==> config.mk <==
export PLATFORM = sky130hd
export DESIGN_NAME = sys_ctrl_gen2_flat
export DESIGN_NICKNAME = d
export VERILOG_FILES = /design/src/rtl/sys_ctrl_gen2_if.sv /design/src/rtl/sys_ctrl_gen2.sv /design/src/flat_wrapper.sv
export SDC_FILE = /design/constraint.sdc
export NUM_CORES = 1
export LEC_CHECK = 0
export BUFFER_PORTS_ARGS = -buffer_cell sky130_fd_sc_hd__buf_2
export CORE_ASPECT_RATIO = 1.1
export CORE_MARGIN = 2
export CORE_UTILIZATION = 55
export DETAILED_ROUTE_END_ITERATION = 10
export HOLD_SLACK_MARGIN = 0.02
export PLACE_DENSITY = 0.88
export SYNTH_ARGS = -nofsm -noshare
export SYNTH_HDL_FRONTEND = slang
export SYNTH_SLANG_ARGS = --single-unit
==> constraint.sdc <==
create_clock -name CLK -period 5.94 [get_ports CLK]
set_clock_uncertainty 0.15 [all_clocks]
set_input_delay 1.188 -clock CLK [delete_from_list [all_inputs] [get_ports CLK]]
set_output_delay 1.188 -clock CLK [all_outputs]
set_load 0.02 [all_outputs]
==> src/rtl/sys_ctrl_gen2_if.sv <==
// sys_ctrl_gen2_if: bundles the byte, register-file, ALU and transmitter
// signals of the system controller. The master modport is the controller
// side and the slave modport is the environment (RX sync, RF, ALU, TX sync).
interface sys_ctrl_gen2_if #(
  parameter int ADDR_WIDTH   = 4,
  parameter int RESULT_WIDTH = 16
);
  logic [7:0]              RX_P_DATA;
  logic                    RX_D_Valid;
  logic [ADDR_WIDTH-1:0]   RF_Addr;
  logic                    RF_WrEn;
  logic                    RF_RdEn;
  logic [7:0]              RF_WrData;
  logic [7:0]              RF_RdData;
  logic                    RF_RdData_Valid;
  logic [3:0]              ALU_FUN;
  logic                    ALU_EN;
  logic                    CLK_GATE_EN;
  logic [RESULT_WIDTH-1:0] ALU_OUT;
  logic                    ALU_OUT_Valid;
  logic [7:0]              TX_P_DATA;
  logic                    TX_D_Valid;
  logic                    TX_Busy;
  logic                    Err_Frame;
  logic                    Err_Timeout;

  modport master (
    input  RX_P_DATA, RX_D_Valid, RF_RdData, RF_RdData_Valid,
           ALU_OUT, ALU_OUT_Valid, TX_Busy,
    output RF_Addr, RF_WrEn, RF_RdEn, RF_WrData, ALU_FUN, ALU_EN,
           CLK_GATE_EN, TX_P_DATA, TX_D_Valid, Err_Frame, Err_Timeout
  );

  modport slave (
    output RX_P_DATA, RX_D_Valid, RF_RdData, RF_RdData_Valid,
           ALU_OUT, ALU_OUT_Valid, TX_Busy,
    input  RF_Addr, RF_WrEn, RF_RdEn, RF_WrData, ALU_FUN, ALU_EN,
           CLK_GATE_EN, TX_P_DATA, TX_D_Valid, Err_Frame, Err_Timeout
  );
endinterface

==> src/rtl/sys_ctrl_gen2.sv <==
// sys_ctrl_gen2: second-generation UART command controller (REF_CLK domain).
// Parses 0xAA/0xBB/0xCC/0xDD frames, drives register-file and ALU strobes,
// and sends results back LS byte first. All outputs come straight from flops.
// Optional inter-byte timeout: define CMD_TIMEOUT_EN.
//
// TX handshake: TX_D_Valid is a level request raised only while TX_Busy=0,
// with TX_P_DATA stable while it is high. The transmitter accepts the byte by
// raising TX_Busy; the controller then drops TX_D_Valid and moves to the next
// byte, which waits until TX_Busy returns to 0.
module sys_ctrl_gen2 #(
  parameter int ADDR_WIDTH     = 4,
  parameter int RESULT_WIDTH   = 16,
  parameter int TIMEOUT_CYCLES = 1024
) (
  input  logic                  CLK,
  input  logic                  RST,
  sys_ctrl_gen2_if.master       bus,
  output logic [3:0]            state_dbg
);

  localparam logic [3:0] IDLE     = 4'd0;
  localparam logic [3:0] WR_ADDR  = 4'd1;
  localparam logic [3:0] WR_DATA  = 4'd2;
  localparam logic [3:0] RD_ADDR  = 4'd3;
  localparam logic [3:0] RD_WAIT  = 4'd4;
  localparam logic [3:0] OPA      = 4'd5;
  localparam logic [3:0] OPB      = 4'd6;
  localparam logic [3:0] FUN      = 4'd7;
  localparam logic [3:0] ALU_WAIT = 4'd8;
  localparam logic [3:0] TX_SEND  = 4'd9;

  localparam int NB    = RESULT_WIDTH / 8;
  localparam int IDX_W = $clog2(NB) + 1;

  logic [3:0]              state_q, state_d;
  logic [ADDR_WIDTH-1:0]   rf_addr_q, rf_addr_d;
  logic                    rf_wren_q, rf_wren_d;
  logic                    rf_rden_q, rf_rden_d;
  logic [7:0]              rf_wrdata_q, rf_wrdata_d;
  logic [3:0]              alu_fun_q, alu_fun_d;
  logic                    alu_en_q, alu_en_d;
  logic                    gate_q, gate_d;
  logic [7:0]              tx_data_q, tx_data_d;
  logic                    tx_valid_q, tx_valid_d;
  logic                    err_frame_q, err_frame_d;
  logic [RESULT_WIDTH-1:0] buf_q, buf_d;
  logic [IDX_W-1:0]        idx_q, idx_d;
  logic [IDX_W-1:0]        cnt_q, cnt_d;
  logic [RESULT_WIDTH-1:0] buf_shift;
  logic                    last_byte;

`ifdef CMD_TIMEOUT_EN
  localparam int TO_W = ($clog2(TIMEOUT_CYCLES) < 1) ? 1 : $clog2(TIMEOUT_CYCLES);
  // The timeout fires on the edge where the counter would reach TIMEOUT_CYCLES-1.
  localparam logic [TO_W-1:0] TO_LAST = TO_W'(TIMEOUT_CYCLES - 2);
  logic [TO_W-1:0] to_cnt_q, to_cnt_d;
  logic            err_to_q, err_to_d;
  logic            timed;
`endif

  // Byte currently selected for transmission (LS byte at index 0)
  always_comb begin
    buf_shift = buf_q >> {idx_q, 3'b000};
    last_byte = ((idx_q + IDX_W'(1)) == cnt_q);
  end

  // Next-state and output-register computation for the command FSM
  always_comb begin
    state_d     = state_q;
    rf_addr_d   = rf_addr_q;
    rf_wren_d   = 1'b0;
    rf_rden_d   = 1'b0;
    rf_wrdata_d = rf_wrdata_q;
    alu_fun_d   = alu_fun_q;
    alu_en_d    = 1'b0;
    gate_d      = gate_q;
    tx_data_d   = tx_data_q;
    tx_valid_d  = tx_valid_q;
    err_frame_d = 1'b0;
    buf_d       = buf_q;
    idx_d       = idx_q;
    cnt_d       = cnt_q;

    case (state_q)
      IDLE: begin
        if (bus.RX_D_Valid) begin
          case (bus.RX_P_DATA)
            8'hAA:   state_d = WR_ADDR;
            8'hBB:   state_d = RD_ADDR;
            8'hCC:   state_d = OPA;
            8'hDD:   state_d = FUN;
            default: err_frame_d = 1'b1;
          endcase
        end
      end
      WR_ADDR: begin
        if (bus.RX_D_Valid) begin
          rf_addr_d = bus.RX_P_DATA[ADDR_WIDTH-1:0];
          state_d   = WR_DATA;
        end
      end
      WR_DATA: begin
        if (bus.RX_D_Valid) begin
          rf_wren_d   = 1'b1;
          rf_wrdata_d = bus.RX_P_DATA;
          state_d     = IDLE;
        end
      end
      RD_ADDR: begin
        if (bus.RX_D_Valid) begin
          rf_addr_d = bus.RX_P_DATA[ADDR_WIDTH-1:0];
          rf_rden_d = 1'b1;
          state_d   = RD_WAIT;
        end
      end
      RD_WAIT: begin
        // A byte arriving here is dropped, but a same-cycle capture still happens
        if (bus.RX_D_Valid) err_frame_d = 1'b1;
        if (bus.RF_RdData_Valid) begin
          buf_d   = RESULT_WIDTH'(bus.RF_RdData);
          cnt_d   = IDX_W'(1);
          idx_d   = '0;
          state_d = TX_SEND;
        end
      end
      OPA: begin
        if (bus.RX_D_Valid) begin
          rf_addr_d   = '0;
          rf_wren_d   = 1'b1;
          rf_wrdata_d = bus.RX_P_DATA;
          state_d     = OPB;
        end
      end
      OPB: begin
        if (bus.RX_D_Valid) begin
          rf_addr_d   = ADDR_WIDTH'(1);
          rf_wren_d   = 1'b1;
          rf_wrdata_d = bus.RX_P_DATA;
          state_d     = FUN;
        end
      end
      FUN: begin
        if (bus.RX_D_Valid) begin
          alu_fun_d = bus.RX_P_DATA[3:0];
          alu_en_d  = 1'b1;
          gate_d    = 1'b1;
          state_d   = ALU_WAIT;
        end
      end
      ALU_WAIT: begin
        if (bus.RX_D_Valid) err_frame_d = 1'b1;
        if (bus.ALU_OUT_Valid) begin
          buf_d   = bus.ALU_OUT;
          gate_d  = 1'b0;
          cnt_d   = IDX_W'(NB);
          idx_d   = '0;
          state_d = TX_SEND;
        end
      end
      TX_SEND: begin
        if (bus.RX_D_Valid) err_frame_d = 1'b1;
        if (!tx_valid_q) begin
          if (!bus.TX_Busy) begin
            tx_valid_d = 1'b1;
            tx_data_d  = buf_shift[7:0];
          end
        end else if (bus.TX_Busy) begin
          tx_valid_d = 1'b0;
          if (last_byte) begin
            idx_d   = '0;
            state_d = IDLE;
          end else begin
            idx_d = idx_q + IDX_W'(1);
          end
        end
      end
      default: state_d = IDLE;
    endcase

`ifdef CMD_TIMEOUT_EN
    timed = (state_q == WR_ADDR) || (state_q == WR_DATA) || (state_q == RD_ADDR) ||
            (state_q == OPA) || (state_q == OPB) || (state_q == FUN);
    err_to_d = 1'b0;
    // No byte arrived in a timed state, so no strobe was raised above
    if (timed && !bus.RX_D_Valid && (to_cnt_q == TO_LAST)) begin
      state_d  = IDLE;
      err_to_d = 1'b1;
    end
    if (!timed || bus.RX_D_Valid || (state_d != state_q)) to_cnt_d = '0;
    else                                                   to_cnt_d = to_cnt_q + TO_W'(1);
`endif
  end

  // State and registered outputs; reset clears everything asynchronously
  always_ff @(posedge CLK or negedge RST) begin
    if (!RST) begin
      state_q     <= IDLE;
      rf_addr_q   <= '0;
      rf_wren_q   <= 1'b0;
      rf_rden_q   <= 1'b0;
      rf_wrdata_q <= '0;
      alu_fun_q   <= '0;
      alu_en_q    <= 1'b0;
      gate_q      <= 1'b0;
      tx_data_q   <= '0;
      tx_valid_q  <= 1'b0;
      err_frame_q <= 1'b0;
      buf_q       <= '0;
      idx_q       <= '0;
      cnt_q       <= '0;
    end else begin
      state_q     <= state_d;
      rf_addr_q   <= rf_addr_d;
      rf_wren_q   <= rf_wren_d;
      rf_rden_q   <= rf_rden_d;
      rf_wrdata_q <= rf_wrdata_d;
      alu_fun_q   <= alu_fun_d;
      alu_en_q    <= alu_en_d;
      gate_q      <= gate_d;
      tx_data_q   <= tx_data_d;
      tx_valid_q  <= tx_valid_d;
      err_frame_q <= err_frame_d;
      buf_q       <= buf_d;
      idx_q       <= idx_d;
      cnt_q       <= cnt_d;
    end
  end

`ifdef CMD_TIMEOUT_EN
  // Inter-byte timeout counter and its error pulse
  always_ff @(posedge CLK or negedge RST) begin
    if (!RST) begin
      to_cnt_q <= '0;
      err_to_q <= 1'b0;
    end else begin
      to_cnt_q <= to_cnt_d;
      err_to_q <= err_to_d;
    end
  end
  assign bus.Err_Timeout = err_to_q;
`else
  assign bus.Err_Timeout = 1'b0;
`endif

  assign bus.RF_Addr     = rf_addr_q;
  assign bus.RF_WrEn     = rf_wren_q;
  assign bus.RF_RdEn     = rf_rden_q;
  assign bus.RF_WrData   = rf_wrdata_q;
  assign bus.ALU_FUN     = alu_fun_q;
  assign bus.ALU_EN      = alu_en_q;
  assign bus.CLK_GATE_EN = gate_q;
  assign bus.TX_P_DATA   = tx_data_q;
  assign bus.TX_D_Valid  = tx_valid_q;
  assign bus.Err_Frame   = err_frame_q;
  assign state_dbg       = state_q;

endmodule

==> src/flat_wrapper.sv <==
// flat-port wrapper written by rule: the top's interface ports become plain ports
module sys_ctrl_gen2_flat 
#(
  parameter int ADDR_WIDTH     = 4,
  parameter int RESULT_WIDTH   = 16,
  parameter int TIMEOUT_CYCLES = 1024
)
  (CLK, RST, state_dbg, bus_RX_P_DATA, bus_RX_D_Valid, bus_RF_RdData, bus_RF_RdData_Valid, bus_ALU_OUT, bus_ALU_OUT_Valid, bus_TX_Busy, bus_RF_Addr, bus_RF_WrEn, bus_RF_RdEn, bus_RF_WrData, bus_ALU_FUN, bus_ALU_EN, bus_CLK_GATE_EN, bus_TX_P_DATA, bus_TX_D_Valid, bus_Err_Frame, bus_Err_Timeout);
  sys_ctrl_gen2_if #(.ADDR_WIDTH(ADDR_WIDTH), .RESULT_WIDTH(RESULT_WIDTH)) bus_i ();
  input  logic CLK;
  input  logic RST;
  output logic [3:0] state_dbg;
  input wire logic [$bits(bus_i.RX_P_DATA)-1:0] bus_RX_P_DATA;
  input wire logic [$bits(bus_i.RX_D_Valid)-1:0] bus_RX_D_Valid;
  input wire logic [$bits(bus_i.RF_RdData)-1:0] bus_RF_RdData;
  input wire logic [$bits(bus_i.RF_RdData_Valid)-1:0] bus_RF_RdData_Valid;
  input wire logic [$bits(bus_i.ALU_OUT)-1:0] bus_ALU_OUT;
  input wire logic [$bits(bus_i.ALU_OUT_Valid)-1:0] bus_ALU_OUT_Valid;
  input wire logic [$bits(bus_i.TX_Busy)-1:0] bus_TX_Busy;
  output wire logic [$bits(bus_i.RF_Addr)-1:0] bus_RF_Addr;
  output wire logic [$bits(bus_i.RF_WrEn)-1:0] bus_RF_WrEn;
  output wire logic [$bits(bus_i.RF_RdEn)-1:0] bus_RF_RdEn;
  output wire logic [$bits(bus_i.RF_WrData)-1:0] bus_RF_WrData;
  output wire logic [$bits(bus_i.ALU_FUN)-1:0] bus_ALU_FUN;
  output wire logic [$bits(bus_i.ALU_EN)-1:0] bus_ALU_EN;
  output wire logic [$bits(bus_i.CLK_GATE_EN)-1:0] bus_CLK_GATE_EN;
  output wire logic [$bits(bus_i.TX_P_DATA)-1:0] bus_TX_P_DATA;
  output wire logic [$bits(bus_i.TX_D_Valid)-1:0] bus_TX_D_Valid;
  output wire logic [$bits(bus_i.Err_Frame)-1:0] bus_Err_Frame;
  output wire logic [$bits(bus_i.Err_Timeout)-1:0] bus_Err_Timeout;
  assign bus_i.RX_P_DATA = bus_RX_P_DATA;
  assign bus_i.RX_D_Valid = bus_RX_D_Valid;
  assign bus_i.RF_RdData = bus_RF_RdData;
  assign bus_i.RF_RdData_Valid = bus_RF_RdData_Valid;
  assign bus_i.ALU_OUT = bus_ALU_OUT;
  assign bus_i.ALU_OUT_Valid = bus_ALU_OUT_Valid;
  assign bus_i.TX_Busy = bus_TX_Busy;
  assign bus_RF_Addr = bus_i.RF_Addr;
  assign bus_RF_WrEn = bus_i.RF_WrEn;
  assign bus_RF_RdEn = bus_i.RF_RdEn;
  assign bus_RF_WrData = bus_i.RF_WrData;
  assign bus_ALU_FUN = bus_i.ALU_FUN;
  assign bus_ALU_EN = bus_i.ALU_EN;
  assign bus_CLK_GATE_EN = bus_i.CLK_GATE_EN;
  assign bus_TX_P_DATA = bus_i.TX_P_DATA;
  assign bus_TX_D_Valid = bus_i.TX_D_Valid;
  assign bus_Err_Frame = bus_i.Err_Frame;
  assign bus_Err_Timeout = bus_i.Err_Timeout;
  sys_ctrl_gen2 #(.ADDR_WIDTH(ADDR_WIDTH), .RESULT_WIDTH(RESULT_WIDTH), .TIMEOUT_CYCLES(TIMEOUT_CYCLES)) u_core (.CLK(CLK), .RST(RST), .bus(bus_i), .state_dbg(state_dbg));
endmodule
==> run summary, run 1 <==
The total setup buffers inserted after CTS is 0. The average cell area after synthesis came out at 10.4 um2. In this run the standard cell core region covers 4590 um2.

The H-tree level count is 2. The combinational share of power came out at 0.413. For the max-cap check violation count, the log shows 0. Walking the worst path, the cells encountered are buf_2. Number of failing hold endpoints at the final stage: 0. Across the VDD grid, the largest voltage drop is 0.000305 V. The maximum fanout along the worst path was 19.

The fraction of power spent switching nets came out at 0.414. The synthesized instance count came out at 249. Summed over all layers, the global routing overflow is 0.

The type of element capturing the critical path was a primary output. The worst register-to-register path ends at u_core.buf_q[3]. Setup violations remaining at the end of the flow were counted as 0. The longest clock path from root to sink contains 2 buffers. The detail route stage leaves a number of antenna-violating nets equal to 0.

The origin of the worst setup path was u_core.state_dbg[0]. The tools report the area of the die as 5290 um2. Power spread over the standard cell area amounts to 484 nW/um2. The wire-length estimate of the detail-placed layout is 4080 um. Counting every net in the synthesized netlist gives 287. In this run the static leakage power is 1.42 nW. The effective utilization at floorplan came out at 0.567. Ranked by total cell area, the synthesized netlist is headed by sky130_fd_sc_hd__dfrtp_1 52%, sky130_fd_sc_hd__mux2_2 7.4%, sky130_fd_sc_hd__nand2_1 6.4%.

The tools report the max-slew headroom at the worst pin as 0.377. TritonCTS built the clock tree. Entering global routing, the biggest net connects 55 pins. Ratio of routed vias to standard cells: 5.62. The run gives 0 ns as the total negative slack for setup checks. The run gives 0 as the count of final max-slew check failures. In this run the critical register-to-register path is launched from u_core.state_dbg[1]. For the required time of the critical path, the log shows 4.60 ns. After synthesis, the netlist uses 43 different library cells. The tools report the fraction of the yosys area taken by sequential cells as 0.520. The share of the synthesized area in the top cell type is 0.520, and the fraction of power consumed by sequential logic is 0.446. Most used standard cell by instance count after synthesis: sky130_fd_sc_hd__dfrtp_1.

After routing the design area is 3060 um2. For the violation count after the first detailed-route iteration, the log shows 181. In the routed design, unresolved DRC markers number 0. Overall power consumption after layout is estimated at 1.48 mW. The number of gates resized after CTS is 0, and the row count is 26. The tools report the share of total power in the clock network as 0.141. Of all cell types, the one taking the most synthesized area is sky130_fd_sc_hd__dfrtp_1. The number of clock sinks came out at 54. The startpoint kind of the worst setup timing path is a register.

The I/O pin count is 73. The path with the worst hold slack has its endpoint at u_core.bus.TX_P_DATA[1]. The global-route wire length before repair was 9800 um.

In the synthesized netlist, the cells that appear most often are 54 x sky130_fd_sc_hd__dfrtp_1, 44 x sky130_fd_sc_hd__nand2_1, 17 x sky130_fd_sc_hd__mux2_2. Wire length per cell: 15.4 um. For this run, the top clock speed supported by timing is 376 MHz. At the pin with the least slew margin, the transition time is 0.932 ns.

The share of synthesized flip-flops with an asynchronous set or reset came out at 1.00. In this run the horizontal extent of the chip is 69.6 um. In this run, synthesis produced a sequential element count of 54. In this design, the stage delay of the slowest critical-path cell is 0.74 ns.

The fraction of layout instances using a drive strength above 1 is 0.329. For the post-place instance area, the log shows 2980 um2. Internal power comes to 0.869 mW. Yosys printed 0 warnings. Clock edge transition at the registers on the reported setup and hold paths: 0.10 ns.

Grouping stages by cell kind, the critical path spends the most delay in flip-flops. The aggregate global-route resource usage was 0.225. The slowest cell on the critical path is sky130_fd_sc_hd__dfrtp_1.

The run finished with clean final reports. The final period utilization was 0.448. TritonCTS created 5 clock buffers.

The worst hold path begins at u_core.bus.TX_P_DATA[1]. The critical path in this run is classified as reg -> out. The arrival time at the worst endpoint was 1.32 ns; the hold-fix buffer count after cts was 0.

Setup repair after global routing left no endpoint under its margin. The number of flops mapped to enable cells by yosys came out at 0. Compared with the post-synthesis result, the final layout area differs by 17.8%. The vias after detailed routing came out at 2074. The worst register-to-register path has a depth of 5. During placement, the flow inserted port buffers numbering 71.

The run gives 0.30 ns as the insertion delay to the later sink of the worst-skew pair. The count of nets after finishing came out at 350. The root buffer cell chosen for the clock tree is sky130_fd_sc_hd__clkbuf_8.

The tools report the number of search-and-repair iterations in the first detailed-routing pass as 4. The run gives 0 as the antenna diode count. The final weighted congestion in routability-driven placement is 0.798, and the initial antenna violation count is 0.

The worst register-to-register path has a setup slack of 3.31 ns. Total detailed-routing wirelength: 5680 um. The leading register cell type out of synthesis is sky130_fd_sc_hd__dfrtp_1.

The tools report the via count of the first global-routing pass as 2105. Summed over all nets, the switching power comes to 0.614 mW. The worst hold path passes through 2 cells. The smallest clock period supported by the final layout is computed as 2.66 ns. The combined area of all synthesized cells is 2600 um2.

The count of buffering cells on the critical path with inverters included was 1; the die height was 76.1 um. Worst min-delay path category: reg -> reg.
## flip-flops by register name, indices dropped and copies added (netlist names)
name                    cells
u_core.buf_q               16
u_core.bus.RF_WrData        8
u_core.bus.RF_RdEn          1
u_core.bus.TX_D_Valid       1
u_core.bus.ALU_EN           1
u_core.idx_q                2
u_core.bus.CLK_GATE_EN      1
u_core.state_dbg            4
u_core.cnt_q                2
u_core.bus.TX_P_DATA        8
u_core.bus.ALU_FUN          4
u_core.bus.RF_WrEn          1
u_core.bus.Err_Frame        1
u_core.bus.RF_Addr          4
## cell usage in the layout, fill, tap and decap left out, types with 2 or more instances in the layout
master                       n
sky130_fd_sc_hd__a21oi_1     5
sky130_fd_sc_hd__clkinv_2    2
sky130_fd_sc_hd__o2bb2ai_1   2
sky130_fd_sc_hd__nand2b_1   10
sky130_fd_sc_hd__nand3b_1    2
sky130_fd_sc_hd__xor2_1      2
sky130_fd_sc_hd__o21a_1      2
sky130_fd_sc_hd__a221o_1     8
sky130_fd_sc_hd__nand2_1    44
sky130_fd_sc_hd__clkbuf_8    5
sky130_fd_sc_hd__o21ai_0    15
sky130_fd_sc_hd__dfrtp_1    54
sky130_fd_sc_hd__mux2_2     17
sky130_fd_sc_hd__nor4_1      2
sky130_fd_sc_hd__xnor2_1     2
sky130_fd_sc_hd__mux2i_1     8
sky130_fd_sc_hd__a211oi_1    3
sky130_fd_sc_hd__buf_2      71
sky130_fd_sc_hd__nand4bb_1   2
sky130_fd_sc_hd__nor2b_1     6
sky130_fd_sc_hd__a22o_1      2
sky130_fd_sc_hd__nand3_1     3
sky130_fd_sc_hd__nor2_1     16
sky130_fd_sc_hd__o31ai_1     8
sky130_fd_sc_hd__a21boi_0    2
sky130_fd_sc_hd__buf_4       2
sky130_fd_sc_hd__a22oi_1     2
## worst max path at each step
| stage | depth (start not counted) | end | slack (ns) |
|---|---|---|---|
| finish | 1 | state_dbg[0] | 3.28 |
| global route | 5 | u_core.buf_q[2] | 3.14 |
| CTS | 1 | state_dbg[0] | 3.28 |
| detailed placement | 5 | u_core.buf_q[3] | 3.04 |
| global placement | 5 | u_core.buf_q[5] | 3.12 |
| floorplan | 5 | u_core.state_dbg[0] | 3.37 |
## per-layer routing
layer / wire length [um] / track usage / part of all wire / vias to the layer above
met5: 0 / 0 / 0 / -
met2: 2890 / 0.390 / 0.51 / 59
li1: - / - / - / 1005
met1: 2370 / 0.276 / 0.42 / 1005
met3: 395 / 0.0675 / 0.069 / 5
met4: 38 / 0.0490 / 0.0067 / 0
## power by group through the flow
stage	combinational [mW]	sequential, mW	clock (mW)
final	0.613	0.661	0.209
after global routing	0.674	0.683	0.222
after CTS	0.618	0.659	0.210
after detailed placement	0.616	0.664	0
after global placement	0.598	0.655	0
after floorplan	0.368	0.736	0
## through the flow
step / hold slack, ns / cells / utilization / setup WS, ns
4_1_cts: 0.338 / 369 / 0.668 / 3.28
3_3_place_gp: 0.307 / 361 / 0.649 / 3.12
6_report: 0.331 / 369 / 0.668 / 3.28
3_5_place_dp: 0.314 / 361 / 0.649 / 3.04
2_1_floorplan: 0.300 / 249 / - / 3.37
5_1_grt: 0.364 / 369 / 0.668 / 3.14
## area by class of cell
cell class	instances	area [um2]
fill	340	1520
timing repair buffer	73	370
tap	56	70.1
inverter	1	3.75
multi-input combinational	177	1180
clock inverter	3	18.8
clock buffer	5	68.8
sequential	54	1350
## logic make-up (layout without fill, tap and decap cells)
kind of cell | after synthesis | after routing | synth area share
compound gates | 55 | 55 | 0.160
xor+xnor | 4 | 4 | 0.0135
buf+inv | 18 | 82 | 0.0289
flops | 54 | 54 | 0.520
mux | 25 | 25 | 0.104
other cells | 1 | 1 | 0.00144
simple gates | 92 | 92 | 0.172
No activity file was read; power rests on OpenSTA's default activity.
==> inputs of run 2 (changes only) <==
--- a/config.mk
+++ b/config.mk
@@ -8,10 +8,10 @@
 export BUFFER_PORTS_ARGS = -buffer_cell sky130_fd_sc_hd__buf_2
 export CORE_ASPECT_RATIO = 1.1
 export CORE_MARGIN = 2
-export CORE_UTILIZATION = 55
+export CORE_UTILIZATION = 47
 export DETAILED_ROUTE_END_ITERATION = 10
 export HOLD_SLACK_MARGIN = 0.02
-export PLACE_DENSITY = 0.88
+export PLACE_DENSITY = 0.8
 export SYNTH_ARGS = -nofsm -noshare
 export SYNTH_HDL_FRONTEND = slang
 export SYNTH_SLANG_ARGS = --single-unit
==> constraint.sdc (replaced) <==
create_clock -name CLK -period 2.2 [get_ports CLK]
set_clock_uncertainty 0.15 [all_clocks]
set_input_delay 0.44 -clock CLK [delete_from_list [all_inputs] [get_ports CLK]]
set_output_delay 0.44 -clock CLK [all_outputs]
set_load 0.02 [all_outputs]
==> run 2 against run 1 <==
Global-route usage fell by 2.6 points. Utilization fell by 5.9 points. Via count rose by 2.5%. Largest power group is now combinational cells.
==> run summary, run 2 (same netlist as run 1, synthesis figures left out) <==
Timing would allow up to 466 MHz. CTS placed an instance of sky130_fd_sc_hd__clkbuf_8 at the clock tree root. Count of final setup violators: 0. After floorplanning, the core was divided into 28 placement rows. The power per unit of standard cell area is 1300 nW/um2. For the final routed database, the setup TNS stands at 0 ns. The arrival time at the worst endpoint is 2.19 ns, and the shortest clock period the worst path allows after layout is 2.15 ns. The tools report the aggregate global-route resource usage as 0.198. More flip-flops sit in one register than any other, and that register is u_core.buf_q. Setup repair after global routing could not meet its margin everywhere. Once detailed placement completed, the half-perimeter wirelength came to 4320 um. For the global-route wire length before repair, the log shows 9290 um.

The repair_antennas step left the layout with diodes totalling 0. The die is 74.9 um wide. The final design utilization is 0.609, and the fraction of power consumed by sequential logic is 0.393. Including well taps, the total number of placed cells is 396. The number of clock buffers added by TritonCTS is 5. The leakage component of the power was 1.51 nW. The library cells used most frequently in the layout, excluding fill and tap cells, are 71 x sky130_fd_sc_hd__buf_2, 53 x sky130_fd_sc_hd__dfrtp_1, 44 x sky130_fd_sc_hd__nand2_1. Power dissipated by switching net loads: 1.70 mW. After detailed routing, the number of remaining DRC violations is 0.

IR analysis of the VDD net gives a maximum drop of 0.000810 V. The total detailed-routing wirelength was 5680 um. Excluding fillers, the count of instances in the completed layout stands at 405. The tools report the number of nets with antenna violations after routing as 0.

The die height was 82.0 um. STA classifies the critical path endpoint as a register. The run gives 2 as the H-tree level count. The run finished with clean final reports. The logs give 0 for the global route total overflow and 4.26 mW for the total power draw. The logs give 2125 for the vias after detailed routing and 0 for the number of failing hold endpoints at the final stage. The die covers 6140 um2.

The register with the most flip-flops in the layout has 16 of them. The region available for standard cell placement spans 5360 um2. Maximum fanout along the worst path: 3.

The share of total power in the clock network is 0.140, and the synthesis-to-finish area growth is 25.6%. Once the clock tree was built, the setup fixing pass inserted 0 buffers. I/O pin count: 73.

The final layout contains 367 nets. Commonest non-fill, non-tap cell in the layout: sky130_fd_sc_hd__buf_2. The cell family contributing the most delay on the critical path is simple AND/OR/NAND/NOR gates.

The run gives 0.31 ns as the insertion delay to the later sink of the worst-skew pair. The combinational share of power was 0.468; the wire length per cell was 14.0 um. The critical path is of the reg -> reg type.

TritonCTS built the clock tree. Buffers placed on the I/O ports in this run total 71. Max-cap violations in this run came to 0. The fraction of power spent switching nets came out at 0.399. At the pin with the least slew margin, the transition time is 0.600 ns. For the count of final max-slew check failures, the log shows 0. The effective utilization at floorplan was 0.485. The number of fill cells in the layout is 440, and the via count of the first global-routing pass is 2007. The clock passes through at most 2 buffers. The final period utilization is 0.976, and the violation count after the first detailed-route iteration is 64. The clock drives 54 sinks. The worst min-delay path category is in -> reg. STA classifies the critical path startpoint as a register. The run gives 2.25 ns as the required time of the critical path. In this design, the stage delay of the slowest critical-path cell is 0.45 ns. After clock tree synthesis, the clock-pin slew on the worst setup and hold paths is 0.10 ns.

The initial antenna violation count is 0. Walking the worst path, the cells encountered are xnor2_2 > mux2_2 > a2111oi_4 > nor2b_1 > or4_1. For this design, the slowest cell found on the critical path is sky130_fd_sc_hd__or4_1. The run gives 4 as the number of search-and-repair iterations in the first detailed-routing pass. Entering global routing, the biggest net connects 24 pins. The fraction of layout instances using a drive strength above 1 was 0.370. For the max-slew headroom at the worst pin, the log shows 0.598. Routability-driven placement finished with a final weighted congestion of 0.793.

Dividing the detail-routed via count by the number of cells gives 5.25. The critical path contains buffers and inverters numbering 0 combined. Internal power comes to 2.56 mW.
[run 2: cell types whose count changed in the layout (fill, tap and decap cells not counted), sizes merged]
cell,before,now
buf,73,89
clkbuf,5,7
clkinv,2,0
dlygate4sd3,0,1
[run 2: what timing repair did]
| action | in CTS | in global routing |
|---|---|---|
| hold endpoints to repair | 21 | 0 |
| hold buffers | 1 | 0 |
| gates resized for setup | 0 | 4 |
| endpoints found under the setup margin | 0 | 17 |
[run 2: power groups by stage]
stage / combinational [mW] / sequential [mW] / clock [mW]
6_report: 1.99 / 1.67 / 0.595
5_1_grt: 2.18 / 1.73 / 0.639
3_3_place_gp: 1.95 / 1.66 / 0
4_1_cts: 2.00 / 1.67 / 0.602
2_1_floorplan: 1.02 / 1.99 / 0
3_5_place_dp: 1.99 / 1.68 / 0
[run 2: through the flow]
step | hold slack [ns] | area [um2] | worst slack (ns)
6_report | 0.201 | 3260 | 0.0523
3_5_place_dp | 0.286 | 3150 | 0.0281
5_1_grt | 0.197 | 3260 | -0.0364
4_1_cts | 0.198 | 3250 | 0.0106
3_3_place_gp | 0.281 | 3150 | 0.0429
2_1_floorplan | -0.00559 | 2630 | -0.0934
[run 2: path summary, 6_finish.rpt]
path / from / end / slack, ns / depth (start not counted)
setup / recovery: u_core.idx_q[1] / u_core.state_dbg[3] / 0.05 / 5
setup reg to reg: u_core.idx_q[1] / u_core.state_dbg[3] / 0.05 / 5
min in group asynchronous: RST / u_core.bus.ALU_FUN[3] / 0.47 / 2
hold / removal: bus_RF_RdData[6] / u_core.buf_q[6] / 0.20 / 2
max in group asynchronous: RST / u_core.bus.TX_P_DATA[6] / 0.82 / 3
hold reg to reg: u_core.bus.RF_Addr[3] / u_core.bus.RF_Addr[3] / 0.33 / 2
[run 2: final cells by class]
| cell class | instances | area [um2] | area share |
|---|---|---|---|
| repair buffers | 90 | 513 | 0.157 |
| inverters | 1 | 3.75 | 0.00115 |
| clock inverters | 1 | 8.76 | 0.00268 |
| clock buffers | 7 | 86.3 | 0.0264 |
| flip-flops and latches | 54 | 1350 | 0.414 |
| multi-input cells | 177 | 1210 | 0.369 |
| well taps | 75 | 93.8 | 0.0287 |
[run 2: metal layers]
layer | vias up | part of all wire | GRT usage
met5 | - | 0 | 0
met4 | 0 | 0.022 | 0.0750
met3 | 15 | 0.052 | 0.0540
met2 | 51 | 0.49 | 0.317
met1 | 1013 | 0.44 | 0.257
li1 | 1046 | - | -
==> inputs of run 3 (changes only) <==
--- a/config.mk
+++ b/config.mk
@@ -12,6 +12,8 @@
 export DETAILED_ROUTE_END_ITERATION = 10
 export HOLD_SLACK_MARGIN = 0.02
 export PLACE_DENSITY = 0.8
+export RECOVER_POWER = 25
+export SKIP_LAST_GASP = 1
 export SYNTH_ARGS = -nofsm -noshare
 export SYNTH_HDL_FRONTEND = slang
 export SYNTH_SLANG_ARGS = --single-unit
==> run 3 against run 2 <==
Worst hold slack improved by 0.00077 ns. Utilization decreased by 0.30 points. Routed wire length barely moved. Count of clock-buffer cells in the layout unchanged. Global-route usage unchanged. Die area is the same. Largest cell class unchanged. Register-to-register slack hardly changed. Via count about the same.
==> run summary, run 3 (same netlist as run 1, synthesis figures left out) <==
The run finished with clean final reports. TritonCTS built the clock tree. The total setup buffers inserted after CTS is 0, and the number of flip-flops in the largest register is 16.

Counting tap cells, the placed design contains a total of 396 instances. The maximum count of clock buffers along a single path is 2, and the number of search-and-repair iterations in the first detailed-routing pass is 4. The worst ir drop on vdd came out at 0.000813 V. In the layout the commonest cells are 58 x sky130_fd_sc_hd__buf_2, 53 x sky130_fd_sc_hd__dfrtp_1, 44 x sky130_fd_sc_hd__nand2_1. The leakage component of the power is 1.47 nW.

The logs give 0 for the count of final max-slew check failures and 3250 um2 for the area of all placed cells without fillers. The tool flagged a number of max-cap violations equal to 0. For this block, the via count after detailed routing is 2126. Number of buffers inserted by port buffering: 71. Setup repair after global routing could not meet its margin everywhere. Number of failing hold endpoints at the final stage: 0. The wire length per cell was 14.0 um. The die height is 82.0 um.

The cell sitting at the root of the clock tree is a sky130_fd_sc_hd__clkbuf_8. The logs give 5360 um2 for the core area and 465 MHz for the timing-limited maximum frequency. The HPWL reported at the end of detailed placement was 4320 um; the total negative slack for setup checks was 0 ns. Data on the critical path arrives at its endpoint at 2.19 ns.

The placed instances occupy a cell area of 3150 um2. The aggregate global-route resource usage is 0.198. Traced cell by cell, the critical path runs through xnor2_2 > mux2_2 > a2111oi_4 > nor2b_1 > or4_1. The count of nets left with antenna violations once routing finished came out at 0.

The count of nets after finishing was 367; the power per unit of standard cell area was 1300 nW/um2. Clock edge transition at the registers on the reported setup and hold paths: 0.10 ns. The worst setup path is captured at a register. The finished layout holds 405 standard cells, fillers aside.

Leaving out fill and tap cells, the most frequent cell in the layout is sky130_fd_sc_hd__buf_2. The effective utilization at floorplan is 0.485. The worst setup path is launched from a register. The global-route wire length before repair is 9290 um, and the antenna diode count is 0.

Data on the critical path is required at its endpoint by 2.24 ns. The shortest clock period the worst path allows after layout is 2.15 ns. Setup violations remaining at the end of the flow were counted as 0. Worst min-delay path category: in -> reg.

At the pin with the least slew margin, the transition time is 1.23 ns. The floorplan step set the die width to 74.9 um. The worst setup path is of the reg -> reg kind. The synthesis-to-finish area growth came out at 24.9%.

The final period utilization came out at 0.977. In this run the count of I/O pins placed on the die edge is 73. For this block, the initial DRC count from the detailed router was 68. The register with the most flip-flops is u_core.buf_q. Among all stages on the critical path, the largest delay is contributed by sky130_fd_sc_hd__or4_1. The final weighted congestion in routability-driven placement is 0.793, and the fraction of layout instances using a drive strength above 1 is 0.330. The floorplan step defined a die boundary enclosing 6140 um2. The max-slew headroom at the worst pin is 0.181. The peak per-stage delay on the critical path is 0.45 ns, and the H-tree level count is 2. The maximum fanout along the worst path was 3. The number of clock sinks was 54. The initial antenna violation count was 0. The total overflow left after global routing is 0. Counting the buffers created by CTS gives 5. The ratio of routed vias to standard cells was 5.25; the number of fill cells in the layout was 446. The row count is 28. The insertion delay to the later sink of the worst-skew pair came out at 0.31 ns. For flop-to-flop paths, the worst setup slack is 0.05 ns. The via count of the first global-routing pass was 2007. After detailed routing, the total wire length is 5680 um. The final routed DRC violation total is 0.

Entering global routing, the biggest net connects 24 pins.
==> run 3: cell types whose count changed in the layout (fill, tap and decap cells not counted), sizes merged <==
cell	before	now
buf	89	76
clkbuf	7	20
==> run 3: where the power goes <==
| group | total (mW) | switching [mW] | leakage [nW] | internal (mW) |
|---|---|---|---|---|
| clock network | 0.596 | 0.335 | 0.0489 | 0.261 |
| registers | 1.68 | 0.265 | 0.693 | 1.41 |
| logic | 1.97 | 1.11 | 0.729 | 0.861 |
==> run 3: timing repair <==
action | in CTS | in global routing
gates resized for setup | 0 | 4
setup endpoints to repair | 0 | 17
hold endpoints to repair | 21 | 0
hold buffers | 1 | 0
==> run 3: final timing paths <==
kind / cells past startpoint / end / from
hold reg to reg: 2 / u_core.bus.RF_Addr[3] / u_core.bus.RF_Addr[3]
min in group asynchronous: 2 / u_core.bus.RF_Addr[3] / RST
setup / recovery: 5 / u_core.state_dbg[3] / u_core.idx_q[1]
hold / removal: 2 / u_core.buf_q[6] / bus_RF_RdData[6]
setup reg to reg: 5 / u_core.state_dbg[3] / u_core.idx_q[1]
max in group asynchronous: 3 / u_core.bus.TX_P_DATA[6] / RST
==> run 3: stage by stage <==
| stage | power [mW] | worst slack, ns | utilization | hold WS (ns) |
|---|---|---|---|---|
| floorplan | 3.01 | -0.0934 | - | -0.00559 |
| global placement | 3.62 | 0.0429 | 0.587 | 0.281 |
| detailed placement | 3.67 | 0.0281 | 0.587 | 0.286 |
| CTS | 4.27 | 0.0106 | 0.606 | 0.198 |
| global route | 4.53 | -0.0364 | 0.606 | 0.197 |
| finish | 4.24 | 0.0514 | 0.606 | 0.202 |
==> run 3: layout make-up <==
cell class	instances	area [um2]	share of cell area
Clock buffer	7	86.3	0.0266
Clock inverter	1	8.76	0.00270
Inverter	1	3.75	0.00116
Multi-Input combinational cell	177	1210	0.371
Sequential cell	54	1350	0.416
Tap cell	75	93.8	0.0289
Timing Repair Buffer	90	497	0.153
==> run 3: per-layer routing <==
layer  wire length (um)  share of wire  vias to the layer above  GRT usage
li1                   -              -                     1044          -
met1               2490           0.44                     1016      0.257
met2               2770           0.49                       51      0.317
met3                290          0.051                       15     0.0540
met4                127          0.022                        0     0.0750
met5                  0              0                        -          0
==> run 3: worst max-delay path: cells and delay by family (launching register included) <==
kind            cells  cell delay (ns)
mux                 1             0.37
simple gates        2             0.52
xor+xnor            1             0.19
flops               1             0.42
compound gates      1             0.38
